`config.mk`:
```
export PLATFORM = sky130hd
export DESIGN_NAME = cond_logic_unit
export DESIGN_NICKNAME = d
export VERILOG_FILES = /design/src/rtl/cond_logic_unit.sv
export SDC_FILE = /design/constraint.sdc
export NUM_CORES = 1
export LEC_CHECK = 0
export ABC_CLOCK_PERIOD_IN_PS = 2500
export CAP_MARGIN = 15
export CORE_UTILIZATION = 29
export CTS_CLUSTER_DIAMETER = 80
export DETAILED_ROUTE_END_ITERATION = 6
export GPL_TIMING_DRIVEN = 0
export PLACE_DENSITY_LB_ADDON = 0.05
export SYNTH_ARGS = -nofsm -noshare
export SYNTH_HDL_FRONTEND = slang
export SYNTH_SLANG_ARGS = --single-unit
```
`constraint.sdc`:
```
create_clock -name clk -period 2.5 [get_ports clk]
set_input_delay 0.75 -clock clk [delete_from_list [all_inputs] [get_ports clk]]
set_output_delay 0.75 -clock clk [all_outputs]
set_load 0.02 [all_outputs]
```
`src/rtl/cond_logic_unit.sv`:
```
// cond_logic_unit: ARM condition check, NZCV flags register and strobe gating.
// Define COND_PERF_CNT_EN to build the executed/skipped performance counters.
module cond_logic_unit #(
   parameter int CNT_W = 32
) (
   input  logic             clk,
   input  logic             rst_n,
   input  logic             valid_i,
   input  logic             stall_i,
   input  logic [3:0]       Cond,
   input  logic [3:0]       ALUFlags,
   input  logic [1:0]       FlagW,
   input  logic             PCS,
   input  logic             RegW,
   input  logic             MemW,
   input  logic             clr_cnt_i,
   output logic             PCSrc,
   output logic             RegWrite,
   output logic             MemWrite,
   output logic             CondEx,
   output logic [3:0]       Flags,
   output logic [CNT_W-1:0] exec_cnt_o,
   output logic [CNT_W-1:0] skip_cnt_o
);

   logic [3:0] flags_q, flags_d;
   logic       accept;
   logic       n, z, c, v;

   assign accept       = valid_i & ~stall_i & rst_n;
   assign {n, z, c, v} = flags_q;

   // Evaluated against the registered flags, never the in-flight ALU result.
   always_comb begin
      CondEx = 1'b0;
      unique case (Cond)
         4'b0000: CondEx = z;
         4'b0001: CondEx = ~z;
         4'b0010: CondEx = c;
         4'b0011: CondEx = ~c;
         4'b0100: CondEx = n;
         4'b0101: CondEx = ~n;
         4'b0110: CondEx = v;
         4'b0111: CondEx = ~v;
         4'b1000: CondEx = c & ~z;
         4'b1001: CondEx = ~c | z;
         4'b1010: CondEx = (n == v);
         4'b1011: CondEx = (n != v);
         4'b1100: CondEx = ~z & (n == v);
         4'b1101: CondEx = z | (n != v);
         4'b1110: CondEx = 1'b1;
         4'b1111: CondEx = 1'b0;
      endcase
   end

   assign PCSrc    = PCS  & CondEx & accept;
   assign RegWrite = RegW & CondEx & accept;
   assign MemWrite = MemW & CondEx & accept;

   always_comb begin
      flags_d = flags_q;
      if (accept & CondEx) begin
         if (FlagW[1]) flags_d[3:2] = ALUFlags[3:2];
         if (FlagW[0]) flags_d[1:0] = ALUFlags[1:0];
      end
   end

   always_ff @(posedge clk or negedge rst_n) begin
      if (!rst_n) flags_q <= 4'b0000;
      else        flags_q <= flags_d;
   end

   assign Flags = flags_q;

`ifdef COND_PERF_CNT_EN
   logic [CNT_W-1:0] exec_q, exec_d;
   logic [CNT_W-1:0] skip_q, skip_d;

   // Clear wins over a same-cycle increment.
   always_comb begin
      exec_d = exec_q;
      skip_d = skip_q;
      if (clr_cnt_i) begin
         exec_d = '0;
         skip_d = '0;
      end else if (accept) begin
         if (CondEx) exec_d = exec_q + 1'b1;
         else        skip_d = skip_q + 1'b1;
      end
   end

   always_ff @(posedge clk or negedge rst_n) begin
      if (!rst_n) begin
         exec_q <= '0;
         skip_q <= '0;
      end else begin
         exec_q <= exec_d;
         skip_q <= skip_d;
      end
   end

   assign exec_cnt_o = exec_q;
   assign skip_cnt_o = skip_q;
`else
   logic unused_clr;
   assign unused_clr = clr_cnt_i;
   assign exec_cnt_o = '0;
   assign skip_cnt_o = '0;
`endif

endmodule

```
==> impl_metrics.xml, run 1 <==
<?xml version="1.0" encoding="UTF-8"?>
<metrics>
  <group name="sta">
    <metric name="fin_crit" unit="ns">2.81</metric>
    <metric name="final_max_slew_violation_count" unit="">0</metric>
    <metric name="period_share" unit="">1.13</metric>
    <metric name="finalHoldViolCount" unit="">0</metric>
    <metric name="setup_repair_after_global_routing_missed_its_margin" unit="">true</metric>
    <metric name="final.setup_skew" unit="ns">0.00329</metric>
    <metric name="achievable-frequency" unit="GHz">0.355</metric>
    <metric name="hold_slack" unit="ns">0.471</metric>
    <metric name="timing.setup.tns" unit="ns">-1.19</metric>
    <metric name="setup_ws_final" unit="ns">-0.313</metric>
    <metric name="finalSetupViolations" unit="">4</metric>
  </group>
  <group name="finish">
    <metric name="layout_commonest_cell" unit="">sky130_fd_sc_hd__buf_4</metric>
    <metric name="flow.area_growth_from_synthesis" unit="%">73.9</metric>
    <metric name="number_of_flip_flops_under_the_largest_register_name" unit="">4</metric>
    <metric name="n_antenna_cell" unit="">0</metric>
    <metric name="postLayoutCoreUtil" unit="">0.531</metric>
    <metric name="final_layout_size_suffix_gt1_frac" unit="">0.493</metric>
    <metric name="final_cell_mix" unit="">73 x sky130_fd_sc_hd__buf_4, 64 x sky130_fd_sc_hd__conb_1, 15 x sky130_fd_sc_hd__clkdlybuf4s50_1</metric>
    <metric name="final_cell_count_no_fill" unit="">267</metric>
    <metric name="finalNetCount" unit="">241</metric>
    <metric name="nFillCells" unit="">335</metric>
  </group>
  <group name="clock_tree">
    <metric name="post_cts_hold_buffer_count" unit="">0</metric>
    <metric name="worstSkewPairLatency" unit="ns">0.23</metric>
    <metric name="clock-root-buffer" unit="">sky130_fd_sc_hd__clkbuf_4</metric>
    <metric name="cts_tree" unit="">done</metric>
    <metric name="cts.htree.levels" unit="">1</metric>
    <metric name="cts_made_buffers" unit="">3</metric>
    <metric name="clock_tree.buffer_depth" unit="">2</metric>
    <metric name="clk_pin_slew_worst_paths" unit="ns">0.04</metric>
    <metric name="tritoncts_num_sinks" unit="">4</metric>
  </group>
  <group name="die">
    <metric name="floorplan.io_pins" unit="">90</metric>
    <metric name="full_die_area" unit="mm2">0.00378</metric>
    <metric name="die_x" unit="um">61.5</metric>
    <metric name="row_count" unit="">21</metric>
    <metric name="fp.dieH" unit="um">61.5</metric>
    <metric name="initial_core_util" unit="">0.305</metric>
    <metric name="design.core.area" unit="mm2">0.00336</metric>
  </group>
  <group name="detailed_routing">
    <metric name="wl" unit="um">2060</metric>
    <metric name="met3RoutedLength" unit="um">168</metric>
    <metric name="route.vias.total" unit="">919</metric>
    <metric name="final_antenna_net_count" unit="">0</metric>
    <metric name="remaining_drc_errors" unit="">0</metric>
    <metric name="dr.pass1.iters" unit="">2</metric>
    <metric name="via_per_inst" unit="">3.44</metric>
    <metric name="drt_first_iter_violations" unit="">7</metric>
    <metric name="met2RoutedLength" unit="um">1180</metric>
    <metric name="metal1_wirelength" unit="um">710</metric>
    <metric name="top_routing_layer_in_use" unit="">met3</metric>
    <metric name="route.detailed.wl_per_inst" unit="um">7.70</metric>
  </group>
  <group name="placement">
    <metric name="dp_hpwl" unit="um">1770</metric>
    <metric name="place.port_buffers" unit="">23</metric>
    <metric name="gp_congestion" unit="">0.693</metric>
    <metric name="numPlacedInstances" unit="">257</metric>
  </group>
  <group name="grt">
    <metric name="groute.usage.overall" unit="">0.102</metric>
    <metric name="grt_pass1_wl" unit="um">2970</metric>
    <metric name="grt_antenna_before_repair" unit="">0</metric>
    <metric name="globalRouteOverflowTotal" unit="">0</metric>
    <metric name="first_global_vias" unit="">717</metric>
    <metric name="grt_start_max_net_pins" unit="">11</metric>
  </group>
  <group name="pwr">
    <metric name="cellPowerDensity" unit="mW/mm2">382</metric>
    <metric name="report.power.total" unit="uW">682</metric>
    <metric name="total_leakage_power" unit="uW">0.000963</metric>
    <metric name="vdd.ir_drop.worst" unit="mV">0.377</metric>
  </group>
  <group name="setup_path">
    <metric name="critical_path_required" unit="ns">1.75</metric>
    <metric name="worst_setup_path_end_kind" unit="">primary output</metric>
    <metric name="timing.setup.critical_path_class" unit="">in -&gt; out</metric>
    <metric name="cp.arrival" unit="ns">2.06</metric>
    <metric name="timing.critical_path.from_type" unit="">primary input</metric>
    <metric name="critPathMaxFanout" unit="">5</metric>
  </group>
  <group name="synth">
    <metric name="synthDistinctLibCells" unit="">38</metric>
    <metric name="postSynthCellCount" unit="">125</metric>
    <metric name="synth_async_sr_flop_share" unit="">1.00</metric>
    <metric name="synth-seq-area-share" unit="">0.0976</metric>
    <metric name="yosys_register_bits" unit="">4</metric>
    <metric name="post_synth_main_area_contributors" unit="">sky130_fd_sc_hd__buf_4 47%, sky130_fd_sc_hd__dfrtp_1 9.8%, sky130_fd_sc_hd__mux2_1 3.3%, sky130_fd_sc_hd__nor3b_1 2.9%, sky130_fd_sc_hd__o41ai_4 2.7%</metric>
    <metric name="synthesis.area_per_instance" unit="um2">8.21</metric>
    <metric name="yosys_most_used_dff" unit="">sky130_fd_sc_hd__dfrtp_1</metric>
    <metric name="syn-cell-area" unit="mm2">0.00103</metric>
    <metric name="synth_enable_flop_cells" unit="">0</metric>
    <metric name="synth_largest_area_cell" unit="">sky130_fd_sc_hd__buf_4</metric>
    <metric name="post-synth-top-area-fraction" unit="">0.468</metric>
    <metric name="synth_warnings" unit="">0</metric>
  </group>
  <group name="status">
    <metric name="status" unit="">finished with violations</metric>
    <metric name="violations" unit="">negative setup slack</metric>
  </group>
  <group name="job">
    <metric name="count_of_max_cap_constraint_violations" unit="">0</metric>
  </group>
  <group name="worst_hold_path">
    <metric name="hold_path_class" unit="">in -&gt; async</metric>
  </group>
</metrics>
-- kinds of logic after synthesis --
kind of cell	count (synthesis)	synth area share
buffers and inverters	69	0.496
other	1	0.00366
and+or+nand+nor	29	0.177
muxes	4	0.0427
DFF	4	0.0976
AOI/OAI and AO/OA	16	0.166
xor gates and xnor gates	2	0.0171
-- cells in the mapped netlist, types with 2 or more instances --
library cell,instances
sky130_fd_sc_hd__inv_1,2
sky130_fd_sc_hd__nor3b_1,4
sky130_fd_sc_hd__and2b_1,2
sky130_fd_sc_hd__mux2_1,3
sky130_fd_sc_hd__or3_1,2
sky130_fd_sc_hd__xor2_1,2
sky130_fd_sc_hd__nand2_1,5
sky130_fd_sc_hd__and2_1,3
sky130_fd_sc_hd__nor2_1,5
sky130_fd_sc_hd__buf_4,64
sky130_fd_sc_hd__nor2b_1,2
sky130_fd_sc_hd__dfrtp_1,4
sky130_fd_sc_hd__o31ai_1,2
-- metrics by stage --
stage	setup WS [ns]	cell area, um2
2_1_floorplan	-0.152	1360
3_3_place_gp	-1.34	1640
3_5_place_dp	-1.37	1640
4_1_cts	-0.317	1780
5_1_grt	-0.368	1780
6_report	-0.313	1780
-- critical path: stages --
cell	delay, ns
sky130_fd_sc_hd__buf_8	0.10
sky130_fd_sc_hd__nor2b_4	0.13
sky130_fd_sc_hd__o311ai_4	0.30
sky130_fd_sc_hd__a31oi_4	0.14
sky130_fd_sc_hd__nor4_4	0.27
sky130_fd_sc_hd__buf_6	0.17
sky130_fd_sc_hd__nor3b_2	0.05
sky130_fd_sc_hd__buf_4	0.15
-- final cells by class --
type | count | area, um2 | area share
repair buffers | 30 | 287 | 0.161
well taps | 46 | 57.6 | 0.0323
multi-input cells | 115 | 788 | 0.442
clock buffers | 3 | 22.5 | 0.0126
inverters | 2 | 7.51 | 0.00421
flip-flops and latches | 4 | 100 | 0.0561
plain buffers | 67 | 522 | 0.292
-- final timing paths --
check	slack, ns	from	to	cells past startpoint
worst max register to register	0.32	Flags[0]	Flags[2]	7
worst min-delay path	0.47	rst_n	Flags[3]	1
max in group asynchronous	1.85	rst_n	Flags[0]	1
worst min register to register	0.66	Flags[1]	Flags[1]	1
min in group clk	0.66	Flags[1]	Flags[1]	1
worst max-delay path	-0.31	Cond[0]	MemWrite	8
-- power breakdown --
part | internal, uW | switching [uW]
logic | 235 | 256
clock network | 53.5 | 23.0
registers | 82.7 | 32.1
total | 371 | 311
-- per-layer routing --
layer  up-vias  global-route usage
li1        490                   -
met1       384               0.108
met2        45               0.214
met3         0              0.0210
met4         0                   0
met5         -                   0
-- repair_timing --
item | in CTS | in global routing
setup buffers | 7 | 1
gates resized for setup | 56 | 0
setup endpoints to repair | 8 | 4
pin swaps | 10 | 2
cloned | 0 | 0
No activity file was read; power rests on OpenSTA's default activity.
==> run 2: changes to the inputs <==
==> constraint.sdc (replaced) <==
create_clock -name clk -period 2.5 [get_ports clk]
set_input_delay 0.75 -clock clk [delete_from_list [all_inputs] [get_ports clk]]
set_output_delay 0.75 -clock clk [all_outputs]
set_load 0.005 [all_outputs]
==> run 2 against run 1 <==
Against the previous run:
- the run still ends with negative setup slack left
- clock skew fell by 0.0012 ns
- combinational power fell by 21%
- final cell count rose by 0.75%
- fmax fell by 0.43%
- die area did not move
- worst hold slack got worse by 0.0030 ns
- wire length rose by 13%
- via count rose by 3.4%
- power fell by 14%
- register-to-register slack got worse by 0.09 ns
- largest power group unchanged
==> impl_metrics.xml, run 2 (synthesis results as in run 1) <==
<?xml version="1.0" encoding="UTF-8"?>
<metrics>
  <group name="sta">
    <metric name="setup_repair_after_global_routing_missed_its_margin" unit="">true</metric>
    <metric name="setup_ws_final" unit="ns">-0.325</metric>
    <metric name="period_share" unit="">1.13</metric>
    <metric name="fin_crit" unit="ns">2.83</metric>
    <metric name="timing.setup.tns" unit="ns">-1.21</metric>
    <metric name="hold_slack" unit="ns">0.468</metric>
    <metric name="finalHoldViolCount" unit="">0</metric>
    <metric name="final_max_slew_violation_count" unit="">0</metric>
    <metric name="finalSetupViolations" unit="">4</metric>
    <metric name="final.setup_skew" unit="ns">0.00213</metric>
    <metric name="achievable-frequency" unit="GHz">0.354</metric>
  </group>
  <group name="setup_path">
    <metric name="reg2reg_to" unit="">Flags[1]</metric>
    <metric name="critPathMaxFanout" unit="">5</metric>
    <metric name="timing.critical_path.from_type" unit="">primary input</metric>
    <metric name="critical_path_required" unit="ns">1.75</metric>
    <metric name="worst_setup_path_end_kind" unit="">primary output</metric>
    <metric name="cp.arrival" unit="ns">2.08</metric>
    <metric name="timing.setup.critical_path_class" unit="">in -&gt; out</metric>
    <metric name="critical_path.reg2reg.startpoint" unit="">Flags[0]</metric>
    <metric name="r2r_slack" unit="ns">0.23</metric>
    <metric name="timing.reg2reg.worst_path_depth" unit="">8</metric>
  </group>
  <group name="finish">
    <metric name="postLayoutCoreUtil" unit="">0.526</metric>
    <metric name="final_layout_size_suffix_gt1_frac" unit="">0.493</metric>
    <metric name="layout_commonest_cell" unit="">sky130_fd_sc_hd__buf_4</metric>
    <metric name="seq_area" unit="um2">101</metric>
    <metric name="multi_input_comb_area" unit="um2">777</metric>
    <metric name="number_of_flip_flops_under_the_largest_register_name" unit="">4</metric>
    <metric name="nFillCells" unit="">357</metric>
    <metric name="finalNetCount" unit="">243</metric>
    <metric name="finalInstanceArea" unit="mm2">0.00177</metric>
    <metric name="n_antenna_cell" unit="">0</metric>
    <metric name="final_cell_mix" unit="">73 x sky130_fd_sc_hd__buf_4, 64 x sky130_fd_sc_hd__conb_1, 15 x sky130_fd_sc_hd__clkdlybuf4s50_1</metric>
    <metric name="flow.area_growth_from_synthesis" unit="%">72.4</metric>
  </group>
  <group name="placement">
    <metric name="dp_hpwl" unit="um">1800</metric>
    <metric name="detailed_place.area" unit="mm2">0.00160</metric>
    <metric name="place.port_buffers" unit="">23</metric>
    <metric name="gp_congestion" unit="">0.733</metric>
  </group>
  <group name="pwr">
    <metric name="total_leakage_power" unit="uW">0.000961</metric>
    <metric name="vdd.ir_drop.worst" unit="mV">0.246</metric>
    <metric name="cellPowerDensity" unit="mW/mm2">332</metric>
  </group>
  <group name="grt">
    <metric name="globalRouteOverflowTotal" unit="">0</metric>
    <metric name="grt_pass1_wl" unit="um">3440</metric>
    <metric name="grt_start_max_net_pins" unit="">10</metric>
    <metric name="grt_antenna_before_repair" unit="">0</metric>
    <metric name="groute.usage.overall" unit="">0.121</metric>
    <metric name="first_global_vias" unit="">806</metric>
  </group>
  <group name="detailed_routing">
    <metric name="drt_first_iter_violations" unit="">6</metric>
    <metric name="final_antenna_net_count" unit="">0</metric>
    <metric name="remaining_drc_errors" unit="">0</metric>
    <metric name="route.vias.total" unit="">950</metric>
    <metric name="route.detailed.wl_per_inst" unit="um">8.60</metric>
    <metric name="via_per_inst" unit="">3.53</metric>
    <metric name="dr.pass1.iters" unit="">2</metric>
    <metric name="wl" unit="um">2310</metric>
  </group>
  <group name="clock_tree">
    <metric name="clk_pin_slew_worst_paths" unit="ns">0.04</metric>
    <metric name="cts_made_buffers" unit="">3</metric>
    <metric name="clock-root-buffer" unit="">sky130_fd_sc_hd__clkbuf_4</metric>
    <metric name="clock_tree.buffer_depth" unit="">2</metric>
    <metric name="worstSkewPairLatency" unit="ns">0.24</metric>
    <metric name="cts.htree.levels" unit="">1</metric>
    <metric name="tritoncts_num_sinks" unit="">4</metric>
    <metric name="cts_tree" unit="">done</metric>
  </group>
  <group name="die">
    <metric name="initial_core_util" unit="">0.305</metric>
    <metric name="design.core.area" unit="mm2">0.00336</metric>
    <metric name="fp.dieH" unit="um">61.5</metric>
    <metric name="row_count" unit="">21</metric>
    <metric name="die_x" unit="um">61.5</metric>
    <metric name="full_die_area" unit="mm2">0.00378</metric>
    <metric name="floorplan.io_pins" unit="">90</metric>
  </group>
  <group name="job">
    <metric name="count_of_max_cap_constraint_violations" unit="">0</metric>
  </group>
  <group name="status">
    <metric name="violations" unit="">negative setup slack</metric>
    <metric name="status" unit="">finished with violations</metric>
  </group>
  <group name="worst_hold_path">
    <metric name="hold_path_class" unit="">in -&gt; async</metric>
  </group>
</metrics>
==> run 2: worst max path at each step <==
stage	end	cells past startpoint	from
global placement	RegWrite	7	Cond[2]
detailed placement	MemWrite	7	Cond[2]
finish	RegWrite	8	Cond[0]
floorplan	MemWrite	5	Cond[0]
global route	MemWrite	8	Cond[0]
CTS	PCSrc	8	Cond[2]
==> run 2: layer usage <==
metal | global-route usage | wire length (um) | part of all wire | vias to the layer above
li1 | - | - | - | 490
met1 | 0.153 | 878 | 0.38 | 401
met2 | 0.206 | 1180 | 0.51 | 56
met3 | 0.0168 | 225 | 0.097 | 3
met4 | 0.0476 | 27 | 0.012 | 0
met5 | 0 | 0 | 0 | -
==> run 2: report_power, final <==
| part | switching (uW) | internal, uW |
|---|---|---|
| Sequential | 32.8 | 82.7 |
| Clock | 28.7 | 53.9 |
| Combinational | 166 | 223 |
==> run 2: per-stage QoR <==
| stage | setup slack [ns] | total power [uW] | instances |
|---|---|---|---|
| 2_1_floorplan | -0.0142 | 331 | 188 |
| 3_3_place_gp | -1.20 | 431 | 257 |
| 3_5_place_dp | -1.19 | 435 | 257 |
| 4_1_cts | -0.281 | 566 | 265 |
| 5_1_grt | -0.377 | 643 | 269 |
| 6_report | -0.325 | 587 | 269 |
==> run 2: critical path, stage by stage <==
cell	delay [ns]
sky130_fd_sc_hd__buf_12	0.11
sky130_fd_sc_hd__and2b_2	0.22
sky130_fd_sc_hd__a21oi_4	0.04
sky130_fd_sc_hd__o31ai_4	0.40
sky130_fd_sc_hd__nor4_4	0.09
sky130_fd_sc_hd__buf_4	0.17
sky130_fd_sc_hd__nor3b_2	0.15
sky130_fd_sc_hd__buf_2	0.13
==> run 2: cell type report <==
type                       instances  area share
timing repair buffer              32       0.165
multi-input combinational        115       0.439
buffer                            67       0.289
clock buffer                       3      0.0127
inverter                           2     0.00424
tap                               46      0.0325
sequential                         4      0.0573
==> run 2: repair_timing <==
action                                  in CTS  in global routing
pin swaps                                    9                  8
endpoints found under the hold margin        0                  0
hold buffers                                 0                  0
setup buffers                                4                  4
gates resized for setup                     50                  6
endpoints found under the setup margin       7                  4
cloned                                       1                  0
==> run 3: changes to the inputs <==
- ABC_CLOCK_PERIOD_IN_PS: 2500 -> 2400
- CORE_ASPECT_RATIO: not set -> 1.1
- clock period: 2.5 -> 2.4 ns (I/O delays scaled with it)
==> run 3 against run 2 <==
Against the previous run:
- the flow still finishes with violations (negative setup slack)
- sequential power about the same
- first-iteration DRC count increased by 17%
- sequential share of layout area decreased by 0.20 points
- worst setup slack got worse by 0.11 ns
- power increased by 5.4%
- worst hold slack got worse by 0.024 ns
- via count decreased by 1.9%
- utilization increased by 1.3 points
- critical endpoint is now PCSrc
- largest power group unchanged
==> impl_metrics.xml, run 3 (synthesis results as in run 1) <==
<?xml version="1.0" encoding="UTF-8"?>
<metrics>
  <group name="sta">
    <metric name="final.setup_skew" unit="ns">0.00465</metric>
    <metric name="finalSetupViolations" unit="">4</metric>
    <metric name="achievable-frequency" unit="GHz">0.353</metric>
    <metric name="setup_repair_after_global_routing_missed_its_margin" unit="">true</metric>
    <metric name="setup_ws_final" unit="ns">-0.434</metric>
    <metric name="finalHoldViolCount" unit="">0</metric>
    <metric name="final_max_slew_violation_count" unit="">0</metric>
    <metric name="fin_crit" unit="ns">2.83</metric>
    <metric name="period_share" unit="">1.18</metric>
    <metric name="timing.setup.tns" unit="ns">-1.70</metric>
  </group>
  <group name="clock_tree">
    <metric name="cts_tree" unit="">done</metric>
    <metric name="tritoncts_num_sinks" unit="">4</metric>
    <metric name="cts.htree.levels" unit="">1</metric>
    <metric name="cts_made_buffers" unit="">3</metric>
    <metric name="post_cts_hold_buffer_count" unit="">0</metric>
    <metric name="clock_tree.buffer_depth" unit="">2</metric>
    <metric name="worstSkewPairLatency" unit="ns">0.24</metric>
    <metric name="clk_pin_slew_worst_paths" unit="ns">0.04</metric>
    <metric name="clock-root-buffer" unit="">sky130_fd_sc_hd__clkbuf_4</metric>
  </group>
  <group name="grt">
    <metric name="groute.usage.overall" unit="">0.114</metric>
    <metric name="grt_start_max_net_pins" unit="">10</metric>
    <metric name="first_global_vias" unit="">768</metric>
    <metric name="globalRouteOverflowTotal" unit="">0</metric>
    <metric name="grt_pass1_wl" unit="um">3350</metric>
    <metric name="grt_antenna_before_repair" unit="">0</metric>
  </group>
  <group name="detailed_routing">
    <metric name="route.detailed.wl_per_inst" unit="um">8.16</metric>
    <metric name="wl" unit="um">2230</metric>
    <metric name="route.vias.total" unit="">932</metric>
    <metric name="via_per_inst" unit="">3.41</metric>
    <metric name="dr.pass1.iters" unit="">4</metric>
    <metric name="remaining_drc_errors" unit="">0</metric>
    <metric name="drt_first_iter_violations" unit="">7</metric>
    <metric name="final_antenna_net_count" unit="">0</metric>
  </group>
  <group name="pwr">
    <metric name="total_leakage_power" unit="uW">0.000990</metric>
    <metric name="vdd.ir_drop.worst" unit="mV">0.345</metric>
    <metric name="cellPowerDensity" unit="mW/mm2">342</metric>
  </group>
  <group name="setup_path">
    <metric name="timing.critical_path.from_type" unit="">primary input</metric>
    <metric name="worst_setup_path_end_kind" unit="">primary output</metric>
    <metric name="crit_path_frequent_cell" unit="">sky130_fd_sc_hd__buf_6</metric>
    <metric name="cpPeakStageDelay" unit="ns">0.26</metric>
    <metric name="critical_path.top_delay_family" unit="">buffers and inverters</metric>
    <metric name="cp.arrival" unit="ns">2.11</metric>
    <metric name="crit_slowest_cell" unit="">sky130_fd_sc_hd__nor4_4</metric>
    <metric name="timing.setup.critical_path_class" unit="">in -&gt; out</metric>
    <metric name="critical_path.n_buffers_inverters" unit="">6</metric>
    <metric name="critPathMaxFanout" unit="">5</metric>
    <metric name="critical_path_required" unit="ns">1.68</metric>
    <metric name="timing.critical_path.cells" unit="">buf_12 -&gt; bufbuf_16 -&gt; buf_6 -&gt; a22o_4 -&gt; nor4_4 -&gt; buf_4 -&gt; buf_6 -&gt; nor3b_2 -&gt; buf_2</metric>
  </group>
  <group name="worst_hold_path">
    <metric name="hold_path_class" unit="">in -&gt; async</metric>
  </group>
  <group name="die">
    <metric name="initial_core_util" unit="">0.306</metric>
    <metric name="full_die_area" unit="mm2">0.00378</metric>
    <metric name="fp.dieH" unit="um">64.4</metric>
    <metric name="row_count" unit="">22</metric>
    <metric name="floorplan.io_pins" unit="">90</metric>
    <metric name="design.core.area" unit="mm2">0.00336</metric>
    <metric name="die_x" unit="um">58.7</metric>
  </group>
  <group name="finish">
    <metric name="flow.area_growth_from_synthesis" unit="%">76.5</metric>
    <metric name="finalNetCount" unit="">245</metric>
    <metric name="postLayoutCoreUtil" unit="">0.539</metric>
    <metric name="n_antenna_cell" unit="">0</metric>
    <metric name="number_of_flip_flops_under_the_largest_register_name" unit="">4</metric>
    <metric name="finalInstanceArea" unit="mm2">0.00181</metric>
    <metric name="final_layout_size_suffix_gt1_frac" unit="">0.489</metric>
    <metric name="final_cell_mix" unit="">73 x sky130_fd_sc_hd__buf_4, 64 x sky130_fd_sc_hd__conb_1, 15 x sky130_fd_sc_hd__clkdlybuf4s50_1</metric>
    <metric name="layout_commonest_cell" unit="">sky130_fd_sc_hd__buf_4</metric>
  </group>
  <group name="placement">
    <metric name="dp_hpwl" unit="um">1730</metric>
    <metric name="gp_congestion" unit="">0.701</metric>
    <metric name="placement.setup.worst_slack" unit="ns">-1.31</metric>
    <metric name="detailed_place.area" unit="mm2">0.00163</metric>
    <metric name="place.port_buffers" unit="">23</metric>
  </group>
  <group name="job">
    <metric name="count_of_max_cap_constraint_violations" unit="">0</metric>
  </group>
  <group name="status">
    <metric name="status" unit="">finished with violations</metric>
    <metric name="violations" unit="">negative setup slack</metric>
  </group>
</metrics>
==> run 3: worst register-to-register path: stages, from the launching register on <==
cell and delay [ns]:
sky130_fd_sc_hd__dfrtp_1 0.33, sky130_fd_sc_hd__buf_2 0.21, sky130_fd_sc_hd__xor2_1 0.19, sky130_fd_sc_hd__mux2i_1 0.24, sky130_fd_sc_hd__o22ai_2 0.13, sky130_fd_sc_hd__buf_4 0.18
sky130_fd_sc_hd__o41ai_4 0.33, sky130_fd_sc_hd__mux2_1 0.35
==> run 3: worst paths after layout <==
path	depth (start not counted)	slack [ns]	startpoint	endpoint
hold reg to reg	1	0.64	Flags[1]	Flags[1]
setup / recovery	9	-0.43	Cond[0]	PCSrc
max in group asynchronous	1	1.75	rst_n	Flags[3]
setup reg to reg	7	0.32	Flags[0]	Flags[1]
min in group clk	1	0.64	Flags[1]	Flags[1]
hold / removal	1	0.44	rst_n	Flags[0]
==> run 3: area by class of cell <==
| type | count | area [um2] |
|---|---|---|
| inverters | 2 | 7.51 |
| multi-input cells | 115 | 762 |
| well taps | 48 | 60.1 |
| plain buffers | 67 | 526 |
| clock buffers | 3 | 22.5 |
| repair buffers | 34 | 333 |
| flip-flops and latches | 4 | 100 |
| fillers | 340 | 1550 |
==> run 3: power by group <==
group / switching, uW / internal, uW
registers: 31.6 / 86.1
logic: 171 / 246
clock network: 28.0 / 55.9
total: 231 / 388
==> run 3: metal layers <==
metal	track usage	part of all wire	wire, um
met2	0.233	0.56	1240
met5	0	0	0
met1	0.118	0.35	785
met4	0.0446	0.019	42
met3	0.00405	0.073	163
==> run 3: timing repair <==
item	in CTS	in global routing
setup buffers	7	3
pin swaps	12	5
gates cloned	1	0
endpoints found under the setup margin	8	4
resized for setup	49	2
==> run 3: per-stage QoR <==
stage	cells	hold slack, ns	power [uW]
6_report	273	0.444	619
5_1_grt	273	0.438	667
4_1_cts	270	0.438	600
3_5_place_dp	259	0.601	455
3_3_place_gp	259	0.610	452
2_1_floorplan	188	0.424	350
